`config.mk`:
```
export PLATFORM = sky130hd
export DESIGN_NAME = load_store_unit
export DESIGN_NICKNAME = d
export VERILOG_FILES = /design/src/rtl/load_store_unit.sv
export SDC_FILE = /design/constraint.sdc
export NUM_CORES = 1
export LEC_CHECK = 0
export ABC_AREA = 1
export CORE_ASPECT_RATIO = 1.1
export CORE_MARGIN = 4
export CORE_UTILIZATION = 52
export DETAILED_ROUTE_END_ITERATION = 8
export PLACE_DENSITY = 0.83
export SKIP_CTS_REPAIR_TIMING = 1
export SLEW_MARGIN = 20
export SYNTH_ARGS = -nofsm -noshare
export SYNTH_HDL_FRONTEND = slang
export SYNTH_SLANG_ARGS = --single-unit
```
`constraint.sdc`:
```
create_clock -name Clk_40 -period 8.7 [get_ports Clk_40]
set_input_delay 1.74 -clock Clk_40 [delete_from_list [all_inputs] [get_ports Clk_40]]
set_output_delay 1.74 -clock Clk_40 [all_outputs]
set_load 0.02 [all_outputs]
```
`src/rtl/load_store_unit.sv`:
```
// Load/store master for a word-addressed 32-bit data memory: sequences reads, writes and
// read-modify-write for sub-word stores, and sign/zero-extends load results.
module load_store_unit #(
    parameter int unsigned MEM_WORDS = 64
) (
    input  logic        Clk_40,
    input  logic        Reset_40,
    input  logic        Req_40,
    input  logic [2:0]  Op_40,
    input  logic [31:0] Addr_40,
    input  logic [31:0] StoreData_40,
    output logic        Busy_40,
    output logic        Done_40,
    output logic        Error_40,
    output logic [31:0] LoadData_40,
    output logic [31:0] MemAddress_40,
    output logic [31:0] MemWriteData_40,
    output logic        MemRead_40,
    output logic        MemWrite_40,
    input  logic [31:0] MemReadData_40
);

    localparam logic [2:0] OP_LW  = 3'b000;
    localparam logic [2:0] OP_LH  = 3'b001;
    localparam logic [2:0] OP_LHU = 3'b010;
    localparam logic [2:0] OP_LB  = 3'b011;
    localparam logic [2:0] OP_LBU = 3'b100;
    localparam logic [2:0] OP_SW  = 3'b101;
    localparam logic [2:0] OP_SH  = 3'b110;
    localparam logic [2:0] OP_SB  = 3'b111;

    typedef enum logic [1:0] {IDLE, RD, WR, RESP} state_t;

    state_t      state_q, state_d;
    logic [2:0]  op_q;
    logic [31:0] addr_q;
    logic [15:0] sdata_q;
    logic        err_q;
    logic [31:0] load_data_q;
    logic [31:0] wdata_q;
    logic        req_err;

    // Replace the addressed byte/halfword lane of the fetched word
    function automatic logic [31:0] merge_lane(input logic [31:0] w, input logic [2:0] op,
                                               input logic [1:0] a, input logic [15:0] s);
        logic [31:0] r;
        r = w;
        if (op == OP_SH) r[{a[1], 4'b0000} +: 16] = s;
        else             r[{a, 3'b000} +: 8]      = s[7:0];
        return r;
    endfunction

    function automatic logic [31:0] extend(input logic [31:0] w, input logic [2:0] op,
                                           input logic [1:0] a);
        logic [7:0]  b;
        logic [15:0] h;
        b = w[{a, 3'b000} +: 8];
        h = w[{a[1], 4'b0000} +: 16];
        case (op)
            OP_LH:   return {{16{h[15]}}, h};
            OP_LHU:  return {16'h0000, h};
            OP_LB:   return {{24{b[7]}}, b};
            OP_LBU:  return {24'h000000, b};
            default: return w;
        endcase
    endfunction

    // Alignment and range check on the incoming request
    always_comb begin
        req_err = 1'b0;
        case (Op_40)
            OP_LW, OP_SW:         req_err = (Addr_40[1:0] != 2'b00);
            OP_LH, OP_LHU, OP_SH: req_err = Addr_40[0];
            default:              req_err = 1'b0;
        endcase
        if (Addr_40[31:2] >= 30'(MEM_WORDS)) req_err = 1'b1;
    end

    always_ff @(posedge Clk_40 or posedge Reset_40) begin
        if (Reset_40) state_q <= IDLE;
        else          state_q <= state_d;
    end

    always_comb begin
        state_d = state_q;
        case (state_q)
            IDLE: begin
                if (Req_40) begin
                    if (req_err)             state_d = RESP;
                    else if (Op_40 == OP_SW) state_d = WR;
                    else                     state_d = RD;
                end
            end
            RD:      state_d = (op_q == OP_SH || op_q == OP_SB) ? WR : RESP;
            WR:      state_d = RESP;
            default: state_d = IDLE;
        endcase
    end

    // Strobes decode from the state register alone
    always_comb begin
        Busy_40     = 1'b0;
        Done_40     = 1'b0;
        Error_40    = 1'b0;
        MemRead_40  = 1'b0;
        MemWrite_40 = 1'b0;
        case (state_q)
            RD:   begin Busy_40 = 1'b1; MemRead_40 = 1'b1; end
            WR:   begin Busy_40 = 1'b1; MemWrite_40 = 1'b1; end
            RESP: begin Busy_40 = 1'b1; Done_40 = 1'b1; Error_40 = err_q; end
            default: ;
        endcase
    end

    // Request capture, fetched-word merge and load result
    always_ff @(posedge Clk_40 or posedge Reset_40) begin
        if (Reset_40) begin
            op_q        <= OP_LW;
            addr_q      <= 32'h0;
            sdata_q     <= 16'h0;
            err_q       <= 1'b0;
            load_data_q <= 32'h0;
            wdata_q     <= 32'h0;
        end else begin
            case (state_q)
                IDLE: begin
                    if (Req_40) begin
                        op_q    <= Op_40;
                        addr_q  <= Addr_40;
                        sdata_q <= StoreData_40[15:0];
                        err_q   <= req_err;
                        if (Op_40 == OP_SW && !req_err) wdata_q <= StoreData_40;
                    end
                end
                RD: begin
                    if (op_q == OP_SH || op_q == OP_SB)
                        wdata_q <= merge_lane(MemReadData_40, op_q, addr_q[1:0], sdata_q);
                    else
                        load_data_q <= extend(MemReadData_40, op_q, addr_q[1:0]);
                end
                default: ;
            endcase
        end
    end

    assign LoadData_40     = load_data_q;
    assign MemAddress_40   = {addr_q[31:2], 2'b00};
    assign MemWriteData_40 = wdata_q;

endmodule

```
* Yosys cells after proc, flatten, opt, wreduce, memory -nomap -nowiden
Index checks and enable logic that the tools add are counted.
** Storage, ports and cells
- Register bits after elaboration :: 118
- Input bits :: 102
- Logic and storage cells :: 66
** Operators by class
- $add $sub $neg :: 2
- Magnitude comparators :: 1
- Eq/ne operators :: 16
- Shift operators :: 6
- Multiplexer cells :: 20
- Bitwise gates (word level) :: 1
- Reduce and logical (&&, ||, !) cells :: 13
** Operator list (count)
- $mux W32 :: 4
- $pmux W32 S4 :: 1
- $bwmux W32 :: 2
- $pmux W32 S2 :: 1
- $shift A16 B7 Y32 const A :: 1
- $shift A8 B7 Y32 const A :: 1
- $shiftx A16 B7 Y32 :: 1
- $shiftx A32 B6 Y16 :: 1
- $shiftx A32 B6 Y8 :: 1
- $shiftx A8 B7 Y32 :: 1
- $ge A30 B7 Y1 const B :: 1
- $eq A3 B3 Y1 const B :: 5
- $neg A5 Y7 :: 2
- $eq A3 B2 Y1 const B :: 3
- $mux W1 :: 7
- $eq A3 B1 Y1 const B :: 2
- $mux W2 :: 3
- $ne A2 B2 Y1 const B :: 3
- $pmux W2 S3 :: 1
- $reduce_or A3 Y1 :: 2
- $eq A2 B2 Y1 const B :: 2
- $reduce_and A2 Y1 :: 2
- $reduce_and A4 Y1 :: 1
- $reduce_bool A2 Y1 :: 2
- 9 further kinds :: 9

* Longest topological paths before layout
- Depth in word-level cells :: 9
- Mapped depth :: 13
- Gate-level depth less buffers :: 11

* Least setup slack after synthesis
OpenSTA, ideal clock, no wires.
- Path kind :: input-to-reg
- From :: input Addr_40[10]
- To :: register wdata_q[0], in the netlist MemWriteData_40[0]
- Library setup time :: 0.117 ns
- Arrival time :: 2.715 ns
- Required time :: 8.583 ns
- Setup slack :: 5.868 ns
- Stages :: 11
- Path buffers :: 1
- Cell sequence :: nor2_1 -> nand2_1 -> nor2_1 -> nand2_1 -> nor2_1 -> nand3_1 -> nand2_2 -> nand2_1 -> buf_2 -> nand2_1 -> nand2_1
** Between the ends
- Cells in the longest elaborated chain, start to end :: 6
** RTL lines
- from (decl) :: line 10 : input logic [31:0] Addr_40,
- $ge A30 B7 Y1 :: line 76 : if (Addr_40[31:2] >= 30'(MEM_WORDS)) req_err = 1'b1;
- $mux W1 :: line 76
- $logic_not A1 Y1 :: line 132 : if (Op_40 == OP_SW && !req_err) wdata_q <= StoreData_40;
- $logic_and A1 B1 Y1 :: line 132
- $ne A2 B2 Y1 (no line)
- $reduce_and A4 Y1 (no line)
- to (signal assigned) :: line 132
- to (signal assigned) :: line 137 : wdata_q <= merge_lane(MemReadData_40, op_q, addr_q[1:0], sdata_q);
- to (decl) :: line 40 : logic [31:0] wdata_q;
Every way passes these cells.
A chain may end at the register's enable or synchronous reset.

* Worst setup path in the final report
- From :: input Addr_40[20]
- To :: register wdata_q[21], in the netlist MemWriteData_40[21]
Same word-level chain as after synthesis.

==> flow_metrics.py <==
metrics = {
    "outcome": {
        "status": "completed",
    },
    "global_routing": {
        "grt_util_all_layers": 0.290,
        "grt_first_pass_wirelength_mm": 35.6,
        "grt_pass1_vias": 7170,
        "antenna_found_initial": 0,
        "grt_overflow": 0,
        "grt_start_max_net_pins": 77,
    },
    "critical_path": {
        "arrival_ps": 4420,
        "startpoint_type": "input port",
        "worstSetupEndpointType": "flip-flop",
        "crit_required_ps": 9000,
        "cp_max_fo": 34,
        "path_class": "input port to flip-flop",
    },
    "power": {
        "swShare": 0.452,
        "pwr-share-comb": 0.548,
        "switchingPower_mw": 1.77,
        "ir_drop_mv": 0.263,
        "finalPower_mw": 3.93,
        "p_leak_nw": 4.60,
        "p_per_area_nw_per_um2": 412,
        "internal_power_mw": 2.15,
        "seqPwrFrac": 0.255,
        "clockPowerShare": 0.197,
    },
    "routing": {
        "drcViolationCount": 0,
        "drt-total-wl_mm": 22.2,
        "drt_iter0_drc": 671,
        "drt-vias-per-instance": 5.39,
        "via_count": 7325,
        "wl_per_cell_um": 16.4,
        "detail-route-antenna-nets": 0,
        "first_pass_iters": 8,
    },
    "min_path": {
        "hold_path.class": "flip-flop to flip-flop",
    },
    "layout": {
        "multi_input_area_um2": 3320,
        "antenna_cells": 0,
        "num-fill-cells": 1098,
        "stdcell_count": 1359,
        "nets": 1275,
        "seqCellArea_um2": 2950,
        "areaGrowthSynthToFinish_pct": 34.7,
        "drive_above_1_share": 0.0417,
    },
    "clock_tree": {
        "clock_path_buffers": 2,
        "clk_latency_ps": 430,
        "path_clk_slew_ps": 50,
        "cts-htree-levels": 4,
        "cts_tree": "yes",
        "clock-root-buffer": "clkbuf_16",
        "numCtsBuffers": 17,
        "cts_sinks": 118,
    },
    "sta": {
        "hold_ws_ps": 466,
        "finalSetupViolations": 0,
        "rsz0062_at_grt": "false",
        "slew_headroom": 0.297,
        "min_period_over_period": 0.473,
        "worst_pin_slew_ps": 1050,
        "fmax_mhz": 243,
        "period_needed_ps": 4120,
        "slew_violations": 0,
        "hold_viol": 0,
        "skew_ps": 7.33,
        "setup_tns_ps": 0,
    },
    "yosys": {
        "yosysSeqAreaShare": 0.417,
        "yosysUniqueCellTypes": 26,
        "ys_warn_count": 0,
        "synth_area_um2": 7080,
        "syn_inst": 1023,
        "avgSynthCellArea_um2": 6.92,
        "ys_ff_latch": 118,
    },
    "placed_design": {
        "place.gp.congestion": 0.928,
        "io_buffer_count": 200,
        "hpwl_mm": 15.7,
        "numPlacedInstances": 1328,
    },
    "floorplan": {
        "core_um2": 13300,
        "rows": 44,
        "start_util": 0.534,
        "die-area_um2": 15500,
        "ios": 203,
        "die_x_um": 119,
        "fp.dieH_um": 130,
    },
    "job": {
        "maxCapViolCount": 0,
    },
}
-- power by group through the flow --
| stage | clock (mW) | sequential (mW) | combinational [mW] |
|---|---|---|---|
| after global placement | 0 | 0.998 | 2.08 |
| after detailed placement | 0 | 1.00 | 2.13 |
| after CTS | 0.777 | 1.00 | 2.15 |
| after floorplan | 0 | 1.14 | 1.30 |
| after global routing | 0.807 | 1.04 | 2.37 |
| final | 0.773 | 1.00 | 2.15 |
-- sequential cells by signal (all words and copies together) (netlist names) --
signal / flops
sdata_q: 16
op_q: 3
state_q: 2
err_q: 1
addr_q: 32
MemWriteData_40: 32
LoadData_40: 32
-- placed cells by master (no fill, tap or decap), drive strengths merged --
cell / n
nand2: 341
a21boi: 1
inv: 83
o211ai: 18
dfrtp: 118
conb: 2
a31oi: 8
a22oi: 6
clkinvlp: 1
clkbuf: 22
nand4: 9
o21a: 4
a211oi: 1
nand3: 97
or2: 1
clkdlybuf4s50: 200
bufinv: 5
o21ai: 72
nor2: 96
clkinv: 6
ha: 10
a21oi: 67
buf: 7
-- worst paths after layout --
| kind | from | to | cells after the start | slack, ps |
|---|---|---|---|---|
| setup / recovery | Addr_40[20] | MemWriteData_40[21] | 11 | 4580 |
| hold / removal | MemWriteData_40[7] | MemWriteData_40[7] | 2 | 470 |
| setup reg to reg | state_q[1] | MemWriteData_40[21] | 11 | 5180 |
| hold reg to reg | MemWriteData_40[7] | MemWriteData_40[7] | 2 | 470 |
| max in group asynchronous | Reset_40 | addr_q[21] | 3 | 5630 |
| min in group asynchronous | Reset_40 | LoadData_40[15] | 2 | 1780 |
-- cells by family (layout without fill, tap and decap cells) --
family | count (synthesis) | after routing | synth area share
simple gates | 544 | 544 | 0.311
compound gates | 177 | 177 | 0.139
buf+inv | 173 | 324 | 0.115
flops | 118 | 118 | 0.417
fa+ha+maj | 10 | 10 | 0.0177
other cells | 1 | 2 | 0.000530
-- cell type report --
class / count / area share
well taps: 184 / 0.0241
repair buffers: 207 / 0.215
clock inverters: 9 / 0.0181
clock buffers: 22 / 0.0497
flip-flops and latches: 118 / 0.310
inverters: 86 / 0.0341
multi-input cells: 733 / 0.349
-- worst max-delay path, cell delays in order --
cell and delay [ps]:
clkdlybuf4s50_1 400, inv_1 70, nand2_1 60, nor2_1 160, nand2_1 70, nor2_1 190
nand3_1 140, nand2_2 460, nand2_1 790, nand2_1 250, nand2_1 70
-- metal layers --
| layer | vias to the layer above | share of wire | global-route usage |
|---|---|---|---|
| met1 | 3326 | 0.38 | 0.337 |
| li1 | 3531 | - | - |
| met5 | - | 0 | 0 |
| met2 | 380 | 0.48 | 0.493 |
| met4 | 0 | 0.047 | 0.142 |
| met3 | 88 | 0.090 | 0.0861 |
-- metrics by stage --
stage | instance area [µm²] | utilization | worst slack (ps)
after floorplan | 7080 | - | 3830
after global placement | 8890 | 0.670 | 4270
after detailed placement | 8890 | 0.670 | 4100
after CTS | 9530 | 0.719 | 4520
after global routing | 9530 | 0.719 | 4200
final | 9530 | 0.719 | 4580
-- synthesized netlist by cell type --
cell type / count / area share
a211oi_4: 1 / 0.0028
a21boi_0: 1 / 0.0011
a21oi_1: 67 / 0.047
a22oi_1: 6 / 0.0064
a31oi_1: 8 / 0.0071
buf_1: 5 / 0.0027
buf_2: 24 / 0.017
buf_4: 35 / 0.037
clkbuf_1: 23 / 0.012
clkinv_1: 3 / 0.0016
conb_1: 1 / 0.00053
dfrtp_1: 118 / 0.42
ha_1: 10 / 0.018
inv_1: 79 / 0.042
inv_2: 4 / 0.0021
nand2_1: 339 / 0.18
nand2_2: 2 / 0.0018
nand3_1: 97 / 0.069
nand4_1: 9 / 0.0080
nor2_1: 95 / 0.050
nor2_4: 1 / 0.0016
o211ai_1: 18 / 0.019
o21a_1: 4 / 0.0042
o21ai_0: 71 / 0.050
o21ai_2: 1 / 0.0012
or2_2: 1 / 0.00088
Note: power is estimated with default switching activity, not from simulation.
